File: src/rtl/arith_pkg.sv
// Shared arithmetic definitions for the datapath divide resource.
// Holds the divider FSM state type, default operand width and counter sizing.
package arith_pkg;

    typedef enum logic [1:0] {
        IDLE = 2'd0,
        RUN  = 2'd1,
        DONE = 2'd2
    } div_state_t;

    localparam int DIV_WIDTH = 8;

    // Bits needed to count WIDTH iterations (0 .. WIDTH-1).
    function automatic int cnt_width(input int width);
        return (width < 2) ? 1 : $clog2(width);
    endfunction

    localparam int DIV_CNT_W = cnt_width(DIV_WIDTH);

endpackage

File: src/rtl/div_step.sv
// One restoring-division step: shift the next dividend bit into the partial
// remainder, trial-subtract the divisor (x + ~y + 1) and keep or restore.
module div_step #(
    parameter int WIDTH = 8
) (
    input  logic [WIDTH:0]   p_in,
    input  logic             bit_in,
    input  logic [WIDTH-1:0] divisor,
    output logic [WIDTH:0]   p_out,
    output logic             q_bit
);

    logic [WIDTH+1:0] shifted;
    logic [WIDTH+1:0] diff;

    // Trial subtraction one bit wider than P so the top bit is the borrow.
    always_comb begin
        shifted = {p_in, bit_in};
        diff    = shifted + ~{2'b00, divisor} + {{(WIDTH+1){1'b0}}, 1'b1};
        q_bit   = ~diff[WIDTH+1];
        p_out   = q_bit ? diff[WIDTH:0] : shifted[WIDTH:0];
    end

endmodule

File: src/rtl/seq_divider8.sv
// Sequential restoring divider, one quotient bit per clock, with a
// start/busy/done handshake. Results and div_by_zero are held until the
// next completion.
// Optional build macro SEQ_DIVIDER8_SIGNED_EN: two's-complement operands,
// magnitudes divided then one extra sign fix-up cycle before done.
module seq_divider8
    import arith_pkg::*;
#(
    parameter int WIDTH = DIV_WIDTH
) (
    input  logic             clk,
    input  logic             rst,
    input  logic             start,
    input  logic [WIDTH-1:0] dividend,
    input  logic [WIDTH-1:0] divisor,
    output logic             busy,
    output logic             done,
    output logic [WIDTH-1:0] quotient,
    output logic [WIDTH-1:0] remainder,
    output logic             div_by_zero
);

    localparam int             CNT_W    = cnt_width(WIDTH);
    localparam logic [CNT_W-1:0] LAST_CNT = CNT_W'(WIDTH - 1);

    div_state_t       state_reg, state_next;
    logic [CNT_W-1:0] cnt_reg;
    logic [WIDTH:0]   p_reg;
    logic [WIDTH-1:0] q_reg;
    logic [WIDTH-1:0] d_reg;
    logic             zero_pend_reg;
    logic             done_reg;
    logic             dbz_reg;
    logic [WIDTH-1:0] quo_reg;
    logic [WIDTH-1:0] rem_reg;

    logic             accept;
    logic             divisor_zero;
    logic             iterate;
    logic             last_iter;
    logic             complete;
    logic [WIDTH:0]   p_step;
    logic             q_bit;
    logic [WIDTH-1:0] q_shift;
    logic [WIDTH-1:0] dividend_load;
    logic [WIDTH-1:0] divisor_load;

`ifdef SEQ_DIVIDER8_SIGNED_EN
    logic             fix_reg;
    logic             neg_q_reg;
    logic             neg_r_reg;
    logic [WIDTH-1:0] q_fixed;
    logic [WIDTH-1:0] r_fixed;
`endif

    div_step #(.WIDTH(WIDTH)) u_step (
        .p_in    (p_reg),
        .bit_in  (q_reg[WIDTH-1]),
        .divisor (d_reg),
        .p_out   (p_step),
        .q_bit   (q_bit)
    );

    assign q_shift = {q_reg[WIDTH-2:0], q_bit};

    // Operand conditioning on load and sign restoration of the results.
    always_comb begin
        divisor_zero = (divisor == '0);
`ifdef SEQ_DIVIDER8_SIGNED_EN
        divisor_load  = divisor[WIDTH-1] ? (~divisor + WIDTH'(1)) : divisor;
        // A zero divisor skips iteration, so keep the raw dividend for the remainder.
        dividend_load = (divisor_zero || !dividend[WIDTH-1]) ? dividend
                                                              : (~dividend + WIDTH'(1));
        q_fixed = neg_q_reg ? (~q_reg + WIDTH'(1)) : q_reg;
        r_fixed = neg_r_reg ? (~p_reg[WIDTH-1:0] + WIDTH'(1)) : p_reg[WIDTH-1:0];
`else
        divisor_load  = divisor;
        dividend_load = dividend;
`endif
    end

    // Handshake decode and next-state logic.
    always_comb begin
        busy    = (state_reg == RUN) || zero_pend_reg;
        accept  = start && !busy && ((state_reg == IDLE) || (state_reg == DONE));
`ifdef SEQ_DIVIDER8_SIGNED_EN
        iterate   = (state_reg == RUN) && !fix_reg;
        last_iter = iterate && (cnt_reg == LAST_CNT);
        complete  = (state_reg == RUN) && fix_reg;
`else
        iterate   = (state_reg == RUN);
        last_iter = iterate && (cnt_reg == LAST_CNT);
        complete  = last_iter;
`endif
        state_next = state_reg;
        case (state_reg)
            IDLE: begin
                if (accept) state_next = divisor_zero ? DONE : RUN;
            end
            RUN: begin
                if (complete) state_next = DONE;
            end
            DONE: begin
                // A zero-divisor request waits here one cycle before its done pulse.
                if (accept)              state_next = divisor_zero ? DONE : RUN;
                else if (!zero_pend_reg) state_next = IDLE;
            end
            default: state_next = IDLE;
        endcase
    end

    // FSM state register.
    always_ff @(posedge clk) begin
        if (rst) state_reg <= IDLE;
        else     state_reg <= state_next;
    end

    // Datapath: operand latch, iteration, completion and result registers.
    always_ff @(posedge clk) begin
        if (rst) begin
            cnt_reg       <= '0;
            p_reg         <= '0;
            q_reg         <= '0;
            d_reg         <= '0;
            zero_pend_reg <= 1'b0;
            done_reg      <= 1'b0;
            dbz_reg       <= 1'b0;
            quo_reg       <= '0;
            rem_reg       <= '0;
`ifdef SEQ_DIVIDER8_SIGNED_EN
            fix_reg       <= 1'b0;
            neg_q_reg     <= 1'b0;
            neg_r_reg     <= 1'b0;
`endif
        end else begin
            done_reg <= complete || zero_pend_reg;
            if (accept) begin
                cnt_reg       <= '0;
                p_reg         <= '0;
                q_reg         <= dividend_load;
                d_reg         <= divisor_load;
                zero_pend_reg <= divisor_zero;
`ifdef SEQ_DIVIDER8_SIGNED_EN
                fix_reg       <= 1'b0;
                neg_q_reg     <= dividend[WIDTH-1] ^ divisor[WIDTH-1];
                neg_r_reg     <= dividend[WIDTH-1];
`endif
            end else if (iterate) begin
                p_reg   <= p_step;
                q_reg   <= q_shift;
                cnt_reg <= cnt_reg + CNT_W'(1);
                if (last_iter) begin
`ifdef SEQ_DIVIDER8_SIGNED_EN
                    fix_reg <= 1'b1;
`else
                    quo_reg <= q_shift;
                    rem_reg <= p_step[WIDTH-1:0];
                    dbz_reg <= 1'b0;
`endif
                end
`ifdef SEQ_DIVIDER8_SIGNED_EN
            end else if (complete) begin
                quo_reg <= q_fixed;
                rem_reg <= r_fixed;
                dbz_reg <= 1'b0;
                fix_reg <= 1'b0;
`endif
            end else if (zero_pend_reg) begin
                quo_reg       <= '1;
                rem_reg       <= q_reg;
                dbz_reg       <= 1'b1;
                zero_pend_reg <= 1'b0;
            end
        end
    end

    assign done        = done_reg;
    assign quotient    = quo_reg;
    assign remainder   = rem_reg;
    assign div_by_zero = dbz_reg;

endmodule

File: config.mk
export PLATFORM = sky130hd
export DESIGN_NAME = seq_divider8
export DESIGN_NICKNAME = d
export VERILOG_FILES = /design/src/rtl/arith_pkg.sv /design/src/rtl/div_step.sv /design/src/rtl/seq_divider8.sv
export SDC_FILE = /design/constraint.sdc
export NUM_CORES = 1
export LEC_CHECK = 0
export CELL_PAD_IN_SITES_DETAIL_PLACEMENT = 1
export CELL_PAD_IN_SITES_GLOBAL_PLACEMENT = 2
export CORE_MARGIN = 3
export CORE_UTILIZATION = 34
export DETAILED_ROUTE_END_ITERATION = 7
export PLACE_DENSITY = 0.81
export SYNTH_ARGS = -nofsm -noshare
export SYNTH_HDL_FRONTEND = slang
export SYNTH_SLANG_ARGS = --single-unit
export TNS_END_PERCENT = 50
File: constraint.sdc
create_clock -name clk -period 6.4 [get_ports clk]
set_input_delay 0.96 -clock clk [delete_from_list [all_inputs] [get_ports clk]]
set_output_delay 0.96 -clock clk [all_outputs]
set_load 0.01 [all_outputs]
### After elaboration in Yosys (flattened, before gate mapping)

Cells that the tools add are included.

* bitwise gates (word level): 3
* reductions and logical operators: 14
* eq/ne operators: 7
* $add $sub $neg: 3
* multiplexer cells: 20

Operator list (number)
* 2-to-1 mux 8 bit: 8
* adder 10 x 1 -> 10 bit (second input constant): 1
* adder 10 bit: 1
* 2-to-1 mux 2 bit: 5
* NOT 8 -> 10 bit: 1
* 2-to-1 mux 9 bit: 1
* logical NOT 8 bit: 1
* one-hot mux 2 bit (3 select lines): 1
* AND reduction 3 bit: 2
* 2-to-1 mux 1 bit: 5
* != test 2 bit (second input constant): 2
* nonzero test 2 bit: 2
* adder 3 x 1 -> 3 bit (second input constant): 1
* equality test 3 bit (second input constant): 1
* logical AND 1 bit: 3
* logical OR 1 bit: 3
* != test 3 bit (second input constant): 1
* equality test 2 x 1 -> 1 bit (second input constant): 1
* equality test 2 bit (second input constant): 1
* logical NOT 2 bit: 1
* != test 2 x 1 -> 1 bit (second input constant): 1
* NOT 1 bit: 2
* OR reduction 2 bit: 1
* logical NOT 1 bit: 1

* logic and storage cells: 57
* input bits: 19
* output and inout bits: 19
* bits in registers: 49

### Depth between registers and ports, before layout

Gate-level depths: netlist (run 1).

* depth in word-level cells: 7
* depth in mapped cells: 9

### By module

Synthesis (run 1) repeated with hierarchy kept, for this count alone.

* cells, all modules: 304
* area total of the unflattened synthesis: 2591.2 um^2

By module, submodules not included
* seq_divider8: cells an instance 237, area each 2063.2 um^2, instances 1, sequential area each 980.9 um^2
* div_step: cells an instance 67, area each 528.0 um^2, instances 1, sequential area each 0.0 um^2

### Least setup slack after synthesis (run 1)

Ideal clock, no wire load.

* path type: reg-to-reg
* from: register d_reg[6]
* to: register p_reg[8]
* buffers on the path: 1
* clock period less this slack: 2.091 ns
* arrival time: 2.028 ns
* slack: 4.309 ns
* cell stages (with the launch flop): 10
* required time: 6.337 ns
* library setup time: 0.063 ns
* cell sequence: dfxtp_1 > inv_1 > ha_1 > buf_2 > nand4_2 > a211oi_4 > nor2_2 > or4_1 > a2111o_1 > nand3_1

* word-level cells in the longest chain between the ends: 4

Ends and longest elaborated chain
* start: declaration: RTL line seq_divider8.sv:30 `logic [WIDTH-1:0] d_reg;`
* start signal: assignment: RTL line seq_divider8.sv:141 `d_reg <= divisor_load;`
* NOT 8 -> 10 bit: RTL line div_step.sv:19 `diff = shifted + ~{2'b00, divisor} + {{(WIDTH+1){1'b0}}, 1'b1};`
* adder 10 bit: RTL line div_step.sv:19
* adder 10 x 1 -> 10 bit: RTL line div_step.sv:19
* 2-to-1 mux 9 bit: RTL line div_step.sv:21 `p_out = q_bit ? diff[WIDTH:0] : shifted[WIDTH:0];`
* end signal: assignment: RTL line seq_divider8.sv:149 `p_reg <= p_step;`
* end: declaration: RTL line seq_divider8.sv:28 `logic [WIDTH:0] p_reg;`

No other way between the ends.
A chain may end at the register's enable or synchronous reset.

### Worst setup path in the final report (run 1)

* from: register d_reg[6]
* to: register rem_reg[2] (netlist: remainder[2])

* word-level cells in the longest chain between the ends: 6

Ends and longest elaborated chain
* NOT 8 -> 10 bit: RTL line div_step.sv:19
* adder 10 bit: RTL line div_step.sv:19
* adder 10 x 1 -> 10 bit: RTL line div_step.sv:19
* 2-to-1 mux 9 bit: RTL line div_step.sv:21
* 2-to-1 mux 8 bit: RTL line seq_divider8.sv:152 `if (last_iter) begin`
* 2-to-1 mux 8 bit: RTL line seq_divider8.sv:148 `end else if (iterate) begin`
* end signal: assignment: RTL line seq_divider8.sv:157 `rem_reg <= p_step[WIDTH-1:0];`
* end signal: assignment: RTL line seq_divider8.sv:170 `rem_reg <= q_reg;`
* end: declaration: RTL line seq_divider8.sv:35 `logic [WIDTH-1:0] rem_reg;`

No other way between the ends. The select of a mux whose other input is x is not followed.

==> results of run 1 <==
## layout make-up
cell class | count | share of cell area
repair buffers | 41 | 0.136
multi-input cells | 210 | 0.447
clock inverters | 1 | 0.00254
clock buffers | 7 | 0.0259
well taps | 96 | 0.0407
inverters | 12 | 0.0153
flip-flops and latches | 49 | 0.332
## layer usage
metal / global-route usage / vias to the layer above
li1: - / 1119
met1: 0.237 / 1129
met2: 0.284 / 30
met3: 0.0325 / 8
met4: 0.0370 / 0
met5: 0 / -
## metrics by stage
stage          instances   util  power [mW]  worst slack [ns]  hold slack, ns
2_1_floorplan        290      -       0.474              4.31           0.436
3_3_place_gp         408  0.420       0.535              3.73           0.448
3_5_place_dp         408  0.420       0.538              3.67           0.454
4_1_cts              416  0.432       0.719              3.86           0.468
5_1_grt              416  0.432       0.756              3.67           0.484
6_report             416  0.432       0.713              3.90           0.465
## placed cells by master (no fill, tap or decap), drive strengths merged, types with 8 or more instances in the layout
cell / Yosys / routed
dfxtp: 49 / 49
a21oi: 22 / 22
nor2: 32 / 32
o221a: 8 / 8
nand2: 44 / 44
a211oi: 8 / 8
nor4: 8 / 8
inv: 12 / 12
clkdlybuf4s50: 0 / 37
ha: 10 / 10
o21ai: 15 / 15
## power groups by stage
stage / registers, mW / logic [mW] / clock network [mW]
6_report: 0.335 / 0.195 / 0.182
2_1_floorplan: 0.338 / 0.136 / 0
3_5_place_dp: 0.343 / 0.195 / 0
3_3_place_gp: 0.343 / 0.192 / 0
4_1_cts: 0.335 / 0.196 / 0.187
5_1_grt: 0.338 / 0.218 / 0.201
## cells by family (layout without fill, tap and decap cells)
group                      after synthesis  after routing
and+or+nand+nor                        107            107
AOI/OAI and AO/OA                       89             89
DFF                                     49             49
buffers and inverters                   31             61
adders and majority gates               11             11
xor gates and xnor gates                 2              2
muxes                                    1              1
## worst min-delay path, stage by stage (launching register included)
cell and delay (ns):
dfxtp_1 0.32, nand2_1 0.05, a21oi_1 0.05
## how the worst max path moves through the flow
stage | from | endpoint | cells after the start | slack (ns)
after global routing | d_reg[6] | remainder[3] | 8 | 3.67
after global placement | start | p_reg[8] | 5 | 3.73
after floorplan | d_reg[6] | p_reg[8] | 9 | 4.31
after detailed placement | start | p_reg[8] | 5 | 3.67
after CTS | d_reg[4] | remainder[2] | 8 | 3.86
final | d_reg[6] | remainder[2] | 8 | 3.90
==> impl_metrics.tcl, run 1 <==
set metrics [dict create \
    clock_latency_ns 0.29 \
    firstDrtPassIters 4 \
    vdd_ir_drop_max_uv 120 \
    critPathKind "reg -> reg" \
    worstReg2RegStart "d_reg[6]" \
    synth.cell_area_mm2 0.00242 \
    worstPathRequired_ns 6.58 \
    min_path_type "reg -> reg" \
    postCtsResizedCells 0 \
    r2r_end "remainder[2]" \
    grt_pass1_wl_um 11600 \
    fmax_mhz 400 \
    die_w_um 90.4 \
    cp_slowest_cell "a211oi_1" \
    switching_share 0.334 \
    ys.flop_type "dfxtp_1" \
    synth-simple-area-share 0.201 \
    cts_buffers 5 \
    p_per_area_mw_per_mm2 242 \
    end_kind "flip-flop" \
    vias 2286 \
    cts.clk_slew.worst_paths_ns 0.09 \
    synth_seq_area_share 0.405 \
    min_period_ns 2.50 \
    finalHoldViolCount 0 \
    fin_crit_sh 0.390 \
    wl_per_cell_um 16.7 \
    cts_buffer_depth 2 \
    power.internal_mw 0.474 \
    yosysWarnings 0 \
    cp_num_buf_inv 1 \
    p_sw_mw 0.238 \
    cts_max_level 2 \
    wl_met3_um 141 \
    setup_viol 0 \
    floorplan.die_area_mm2 0.00817 \
    finalSetupTns_ns 0 \
    syn_inst 290 \
    drv_cap 0 \
    nFillCells 831 \
    root_buffer "clkbuf_8" \
    ant_nets 0 \
    syn_nets 320 \
    hold_end "cnt_reg[2]" \
    crit_family "compound AO/OA/AOI/OAI gates" \
    viasPerCell 5.50 \
    relSlewSlack 0.425 \
    area_delta_synth_final_pct 21.9 \
    whs_path_depth 2 \
    place_area_mm2 0.00287 \
    synth_common_cells "49 x dfxtp_1, 44 x nand2_1, 30 x nor2_1, 22 x a21oi_1, 17 x clkbuf_1" \
    synthDistinctLibCells 45 \
    cts.sinks 49 \
    start_util 0.354 \
    antenna_found_initial 0 \
    die_h_um 90.4 \
    synth-async-reset-ratio 0 \
    synth-seq-cells 49 \
    cts.hold.buffers_added 0 \
    r2r_slack_ns 3.90 \
    post-route-drc-count 0 \
    reg2reg_depth 8 \
    ios 38 \
    gp_congestion 0.790 \
    yosys-top-cells-area "dfxtp_1 41%, nand2_1 6.8%, ha_1 5.2%" \
    seqPwrFrac 0.471 \
    syn_avg_cell_area_um2 8.34 \
    synth_compound_area_frac 0.274 \
    grt_pass1_vias 2351 \
    multi_input_area_mm2 0.00132 \
    synth.area.mux_share 0.00414 \
    seq_area_um2 981 \
    startpoint_type "flip-flop" \
    antennaDiodeCount 0 \
    grt_max_degree 30 \
    worstPathArrival_ns 2.68 \
    dr_wl_met2_um 3280 \
    grt_use_total 0.173 \
    status "completed" \
    drtIter0Drc 101 \
    rsz0062_at_grt "no" \
    p_clk_frac 0.255 \
    post_cts_buffers 0 \
    wl_met1_um 3460 \
    synth_edf_count 0 \
    synth-xor-area-share 0.00724 \
    synth_top_family_by_area "compound AO/OA/AOI/OAI gates" \
    drv_slew 0 \
    comb_power_share 0.274 \
    hpwl_um 5120 \
    cts_tree "done" \
    worst_slew_pin_slew_ns 0.861 \
    slowest_delay_ns 0.47 \
    grt_overflow 0 \
    top_layer_used "met4" \
    largest_reg_flops 9 \
    yosys.area.top_type_share 0.405 \
    stdcell_area_mm2 0.00295 \
    fp.coreArea_mm2 0.00683 \
    min_from "cnt_reg[2]" \
    cp_max_fo 8 \
    drive_above_1_share 0.0750 \
    fin_nets 349 \
    drt_wl_total_um 6960 \
    synthAdderAreaFrac 0.0600 \
    yosysMostFrequentCell "dfxtp_1" \
    finalClockSkew_ns 0.00422 \
    leakagePower_nw 1.06 \
    port-buffer-count 37 \
    std_cell_rows 30 \
    crit_chain "inv_1 > ha_1 > a21oi_1 > o221ai_2 > o21ai_1 > nand2_1 > a211oi_1 > o31ai_1" \
    yosys.area.top_type "dfxtp_1" \
]
(Power assumes the default switching activity.)
==> run 2, diff against run 1 <==
--- a/config.mk
+++ b/config.mk
@@ -8,9 +8,9 @@
 export CELL_PAD_IN_SITES_DETAIL_PLACEMENT = 1
 export CELL_PAD_IN_SITES_GLOBAL_PLACEMENT = 2
 export CORE_MARGIN = 3
-export CORE_UTILIZATION = 34
+export CORE_UTILIZATION = 28
 export DETAILED_ROUTE_END_ITERATION = 7
-export PLACE_DENSITY = 0.81
+export PLACE_DENSITY = 0.71
 export SYNTH_ARGS = -nofsm -noshare
 export SYNTH_HDL_FRONTEND = slang
 export SYNTH_SLANG_ARGS = --single-unit
==> constraint.sdc (replaced) <==
create_clock -name clk -period 2 [get_ports clk]
set_input_delay 0.3 -clock clk [delete_from_list [all_inputs] [get_ports clk]]
set_output_delay 0.3 -clock clk [all_outputs]
set_load 0.01 [all_outputs]
==> run 2 against run 1 <==
  * The flow now finishes with violations (negative setup slack)
  * Register-to-register slack got worse by 4.1 ns
  * Fmax rose by 12%
  * Count of clock-buffer cells in the layout fell by 1
  * Core utilization rose by 4.3 points
  * Global-route usage rose by 0.59 points
  * Power rose to 4.5 times the previous value
  * Non-clock buffer count rose by 59
  * Clock skew rose by 0.0078 ns
  * First-iteration DRC count rose by 6.9%
  * Critical path depth rose by 2
  * Largest cell class unchanged
  * Highest routed layer unchanged
==> impl_metrics.tcl, run 2 (synthesis gave the netlist of run 1 again) <==
set metrics [dict create \
    cts_tree "done" \
    min_path_type "reg -> reg" \
    port-buffer-count 37 \
    finalHoldViolCount 0 \
    antennaDiodeCount 0 \
    cp_max_fo 4 \
    leakagePower_nw 1.48 \
    setup_slack_ns -0.234 \
    cpMostUsedCell "buf_6" \
    drtIter0Drc 108 \
    hpwl_um 6040 \
    p_per_area_mw_per_mm2 816 \
    post-route-drc-count 0 \
    mostFrequentLayoutCells "52 x buf_4, 43 x nand2_1, 37 x dfxtp_1, 37 x clkdlybuf4s50_1, 29 x nor2_1" \
    r2r_end "remainder[0]" \
    area_delta_synth_final_pct 62.9 \
    viasPerCell 5.35 \
    seq_area_um2 996 \
    grt_max_degree 27 \
    cts.sinks 49 \
    hold_slack_ns 0.466 \
    firstDrtPassIters 4 \
    comb_power_share 0.431 \
    grt_use_total 0.179 \
    worstPathRequired_ns 2.22 \
    cts.clk_slew.worst_paths_ns 0.10 \
    grt_overflow 0 \
    cts.hold.buffers_added 0 \
    relSlewSlack 0.696 \
    final_util 0.475 \
    die_w_um 99.0 \
    ant_nets 0 \
    grt_pass1_wl_um 14200 \
    drt_wl_total_um 9160 \
    cts_max_level 2 \
    failed_checks "negative setup slack" \
    finalSetupTns_ns -2.35 \
    preCtsSetupSlack_ns -0.360 \
    r2r_slack_ns -0.23 \
    ios 38 \
    end_kind "flip-flop" \
    cts_buffers 5 \
    crit_chain "inv_1 > ha_4 > nand2b_4 > a211oi_4 > buf_6 > nor3_4 > buf_6 > nor2_4 > o211ai_1 > a311oi_1" \
    finalClockSkew_ns 0.0120 \
    fmax_mhz 448 \
    fp.coreArea_mm2 0.00830 \
    drv_cap 0 \
    largest_reg_flops 9 \
    gp_congestion 0.867 \
    drv_slew 0 \
    grt_pass1_vias 2750 \
    reg2reg_depth 10 \
    final_common_cell "buf_4" \
    drive_above_1_share 0.375 \
    crit_end "remainder[0]" \
    wl_per_cell_um 18.9 \
    total_power_mw 3.22 \
    power.internal_mw 2.12 \
    status "finished, violations left" \
    die_h_um 99.0 \
    fin_nets 408 \
    startpoint_type "flip-flop" \
    multi_input_area_mm2 0.00176 \
    p_clk_frac 0.230 \
    nFillCells 957 \
    critPathKind "reg -> reg" \
    cts_buffer_depth 2 \
    clock_latency_ns 0.31 \
    worst_slew_pin_slew_ns 0.454 \
    setup_viol 19 \
    cp_slowest_cell "dfxtp_2" \
    slowest_delay_ns 0.36 \
    worstReg2RegStart "d_reg[1]" \
    root_buffer "clkbuf_8" \
    seqPwrFrac 0.338 \
    min_period_ns 2.23 \
    fin_crit_sh 1.12 \
    p_sw_mw 1.10 \
    floorplan.die_area_mm2 0.00979 \
    worstSetupStartpoint "d_reg[1]" \
    worstPathArrival_ns 2.45 \
    start_util 0.292 \
    antenna_found_initial 0 \
    switching_share 0.343 \
    vias 2587 \
    rsz0062_at_grt "yes" \
    vdd_ir_drop_max_uv 422 \
    std_cell_rows 33 \
]
-- run 2: per-stage QoR --
step	cell area, um2	cells
2_1_floorplan	2480	290
3_5_place_dp	3250	457
3_3_place_gp	3250	457
6_report	3940	484
4_1_cts	3710	475
5_1_grt	3940	484
-- run 2: worst min-delay path by stage --
stage,from,endpoint,slack (ns),cells after the start
3_5_place_dp,cnt_reg[2],cnt_reg[2],0.46,2
4_1_cts,cnt_reg[2],cnt_reg[2],0.47,2
5_1_grt,d_reg[2],d_reg[2],0.49,2
3_3_place_gp,cnt_reg[2],cnt_reg[2],0.45,2
6_report,d_reg[2],d_reg[2],0.47,2
2_1_floorplan,divisor[2],d_reg[2],0.44,2
-- run 2: power by group through the flow --
stage | Combinational (mW) | Sequential [mW] | Clock, mW
after detailed placement | 0.827 | 1.10 | 0
after global routing | 1.47 | 1.10 | 0.802
after CTS | 1.13 | 1.09 | 0.759
after floorplan | 0.474 | 1.08 | 0
after global placement | 0.815 | 1.10 | 0
final | 1.39 | 1.09 | 0.741
-- run 2: per-layer routing --
| metal | GRT usage | share of wire | wire length (um) |
|---|---|---|---|
| met3 | 0.0241 | 0.030 | 273 |
| met5 | 0 | 0 | 0 |
| met2 | 0.318 | 0.50 | 4610 |
| met4 | 0.0347 | 0.018 | 165 |
| met1 | 0.232 | 0.45 | 4110 |
-- run 2: worst max-delay path, delay by kind of cell (launching register included) --
| kind | cells | cell delay [ns] |
|---|---|---|
| AO/OA/AOI/OAI | 3 | 0.75 |
| buffers and inverters | 3 | 0.38 |
| flip-flops | 1 | 0.36 |
| AND/OR/NAND/NOR | 3 | 0.35 |
| adder cells (fa/ha/maj) | 1 | 0.29 |
-- run 2: layout make-up --
cell class | instances | share of cell area
timing repair buffer | 100 | 0.229
clock buffer | 6 | 0.0184
tap | 105 | 0.0333
clock inverter | 2 | 0.00984
sequential | 49 | 0.253
multi-input combinational | 210 | 0.446
inverter | 12 | 0.0114
-- run 2: what timing repair did --
item,CTS,global route
resized for setup,59,27
setup buffers,11,11
setup endpoints to repair,19,19
pin swaps,28,22
==> run 3, diff against run 2 <==
==> constraint.sdc (replaced) <==
create_clock -name clk -period 2 [get_ports clk]
set_input_delay 0.4 -clock clk [delete_from_list [all_inputs] [get_ports clk]]
set_output_delay 0.4 -clock clk [all_outputs]
set_load 0.01 [all_outputs]
==> run 3 against run 2 <==
  * The flow still finishes with violations (negative setup slack)
  * Combinational power fell by 9%
  * Sequential power barely moved
  * Count of clock-buffer cells in the layout did not move
  * Power fell by 8.5%
  * Critical path type unchanged
  * Largest cell class unchanged
==> impl_metrics.tcl, run 3 (synthesis gave the netlist of run 1 again) <==
set metrics [dict create \
    status "finished, violations left" \
    failed_checks "negative setup slack" \
    worst_slew_pin_slew_ns 0.600 \
    viasPerCell 5.32 \
    grt_max_degree 27 \
    hpwl_um 5950 \
    gp_congestion 0.806 \
    cts_buffer_depth 2 \
    grt_pass1_wl_um 13500 \
    fp.coreArea_mm2 0.00830 \
    drt_wl_total_um 8910 \
    hold_end "d_reg[6]" \
    relSlewSlack 0.598 \
    fmax_mhz 438 \
    cp_num_buf_inv 2 \
    finalHoldViolCount 0 \
    path_depth 9 \
    fin_crit_sh 1.14 \
    drv_cap 0 \
    cts.sinks 49 \
    power.internal_mw 1.89 \
    cp_slowest_cell "or3_4" \
    comb_power_share 0.426 \
    largest_reg_flops 9 \
    wl_per_cell_um 18.7 \
    firstDrtPassIters 4 \
    ant_nets 0 \
    die_h_um 99.0 \
    setup_viol 19 \
    grt_overflow 0 \
    slowest_delay_ns 0.38 \
    ios 38 \
    port-buffer-count 37 \
    fin_nets 400 \
    leakagePower_nw 1.41 \
    start_util 0.292 \
    worstReg2RegStart "d_reg[4]" \
    area_delta_synth_final_pct 57.5 \
    min_from "d_reg[6]" \
    crit_family "compound AO/OA/AOI/OAI gates" \
    final_common_cell "buf_4" \
    drive_above_1_share 0.361 \
    post-route-drc-count 0 \
    r2r_end "remainder[5]" \
    cts.clk_slew.worst_paths_ns 0.10 \
    nFillCells 936 \
    p_per_area_mw_per_mm2 772 \
    cp_max_fo 4 \
    antennaDiodeCount 0 \
    startpoint_type "flip-flop" \
    vdd_ir_drop_max_uv 328 \
    clock_latency_ns 0.31 \
    switching_share 0.357 \
    worstPathArrival_ns 2.49 \
    grt_pass1_vias 2562 \
    rsz0062_at_grt "yes" \
    end_kind "flip-flop" \
    p_clk_frac 0.206 \
    die_w_um 99.0 \
    total_power_mw 2.94 \
    worstPathRequired_ns 2.21 \
    drtIter0Drc 83 \
    grt_use_total 0.172 \
    seqPwrFrac 0.368 \
    floorplan.die_area_mm2 0.00979 \
    hold_slack_ns 0.465 \
    drv_slew 0 \
    cts_tree "done" \
    p_sw_mw 1.05 \
    cts_buffers 5 \
    std_cell_rows 33 \
    whs_path_depth 2 \
    finalClockSkew_ns 0.00544 \
    min_path_type "reg -> reg" \
    r2r_slack_ns -0.28 \
    antenna_found_initial 0 \
    mostFrequentLayoutCells "46 x buf_4, 43 x nand2_1, 37 x dfxtp_1, 37 x clkdlybuf4s50_1, 26 x nor2_1" \
    crit_chain "inv_2 > ha_4 > a21oi_4 > o221ai_4 > buf_6 > or3_4 > a211oi_4 > a41oi_2 > a32o_1" \
    setup_slack_ns -0.281 \
    reg2reg_depth 9 \
    min_period_ns 2.28 \
    critPathKind "reg -> reg" \
    root_buffer "clkbuf_8" \
    vias 2532 \
    cts_max_level 2 \
]
-- run 3: changes by cell type in the layout (fill, tap and decap cells not counted), moves of 2 or more --
cell / before / now
buf_4: 52 / 46
buf_6: 9 / 7
nor2_1: 29 / 26
nor2_2: 2 / 5
-- run 3: routing by layer --
| metal | share of wire | global-route usage |
|---|---|---|
| met1 | 0.45 | 0.234 |
| met2 | 0.51 | 0.285 |
| met3 | 0.021 | 0.0269 |
| met4 | 0.011 | 0.0441 |
| met5 | 0 | 0 |
-- run 3: timing repair --
action	in CTS	in global routing
buffers inserted	8	3
setup endpoints to repair	19	19
hold buffers	0	0
gates resized for setup	43	39
pin swaps	10	17
-- run 3: metrics by stage --
stage | std cells | setup WS [ns] | setup TNS [ns] | cell area (um2) | util
3_3_place_gp | 458 | -0.286 | -3.94 | 3260 | 0.393
3_5_place_dp | 458 | -0.337 | -4.72 | 3260 | 0.393
2_1_floorplan | 290 | -0.0488 | -0.126 | 2480 | -
5_1_grt | 476 | -0.337 | -4.46 | 3810 | 0.459
4_1_cts | 474 | -0.165 | -2.02 | 3610 | 0.435
6_report | 476 | -0.281 | -2.90 | 3810 | 0.459
-- run 3: worst max-delay path by stage --
stage                              end  startpoint
after global placement    remainder[5]    p_reg[5]
after global routing      remainder[2]    d_reg[7]
final                     remainder[5]    d_reg[4]
after floorplan               p_reg[8]    d_reg[6]
after CTS                 remainder[2]    d_reg[6]
after detailed placement  remainder[5]    d_reg[6]
-- run 3: tightest hold or removal path, cell delays in order, from the launching register on --
cell and delay, ns:
dfxtp_2 0.33, nand2_1 0.05, a21oi_1 0.05
-- run 3: area by class of cell --
cell class | instances | area, um2 | area share
multi-input combinational | 210 | 1720 | 0.450
sequential | 49 | 998 | 0.262
timing repair buffer | 92 | 835 | 0.219
tap | 105 | 131 | 0.0345
clock buffer | 6 | 72.6 | 0.0190
inverter | 12 | 45.0 | 0.0118
clock inverter | 2 | 13.8 | 0.00361
-- run 3: power by group through the flow --
stage | clock network [mW] | logic [mW] | registers [mW]
after global routing | 0.680 | 1.34 | 1.09
after floorplan | 0 | 0.474 | 1.08
after global placement | 0 | 0.822 | 1.10
after detailed placement | 0 | 0.832 | 1.10
final | 0.605 | 1.26 | 1.08
after CTS | 0.626 | 1.04 | 1.08
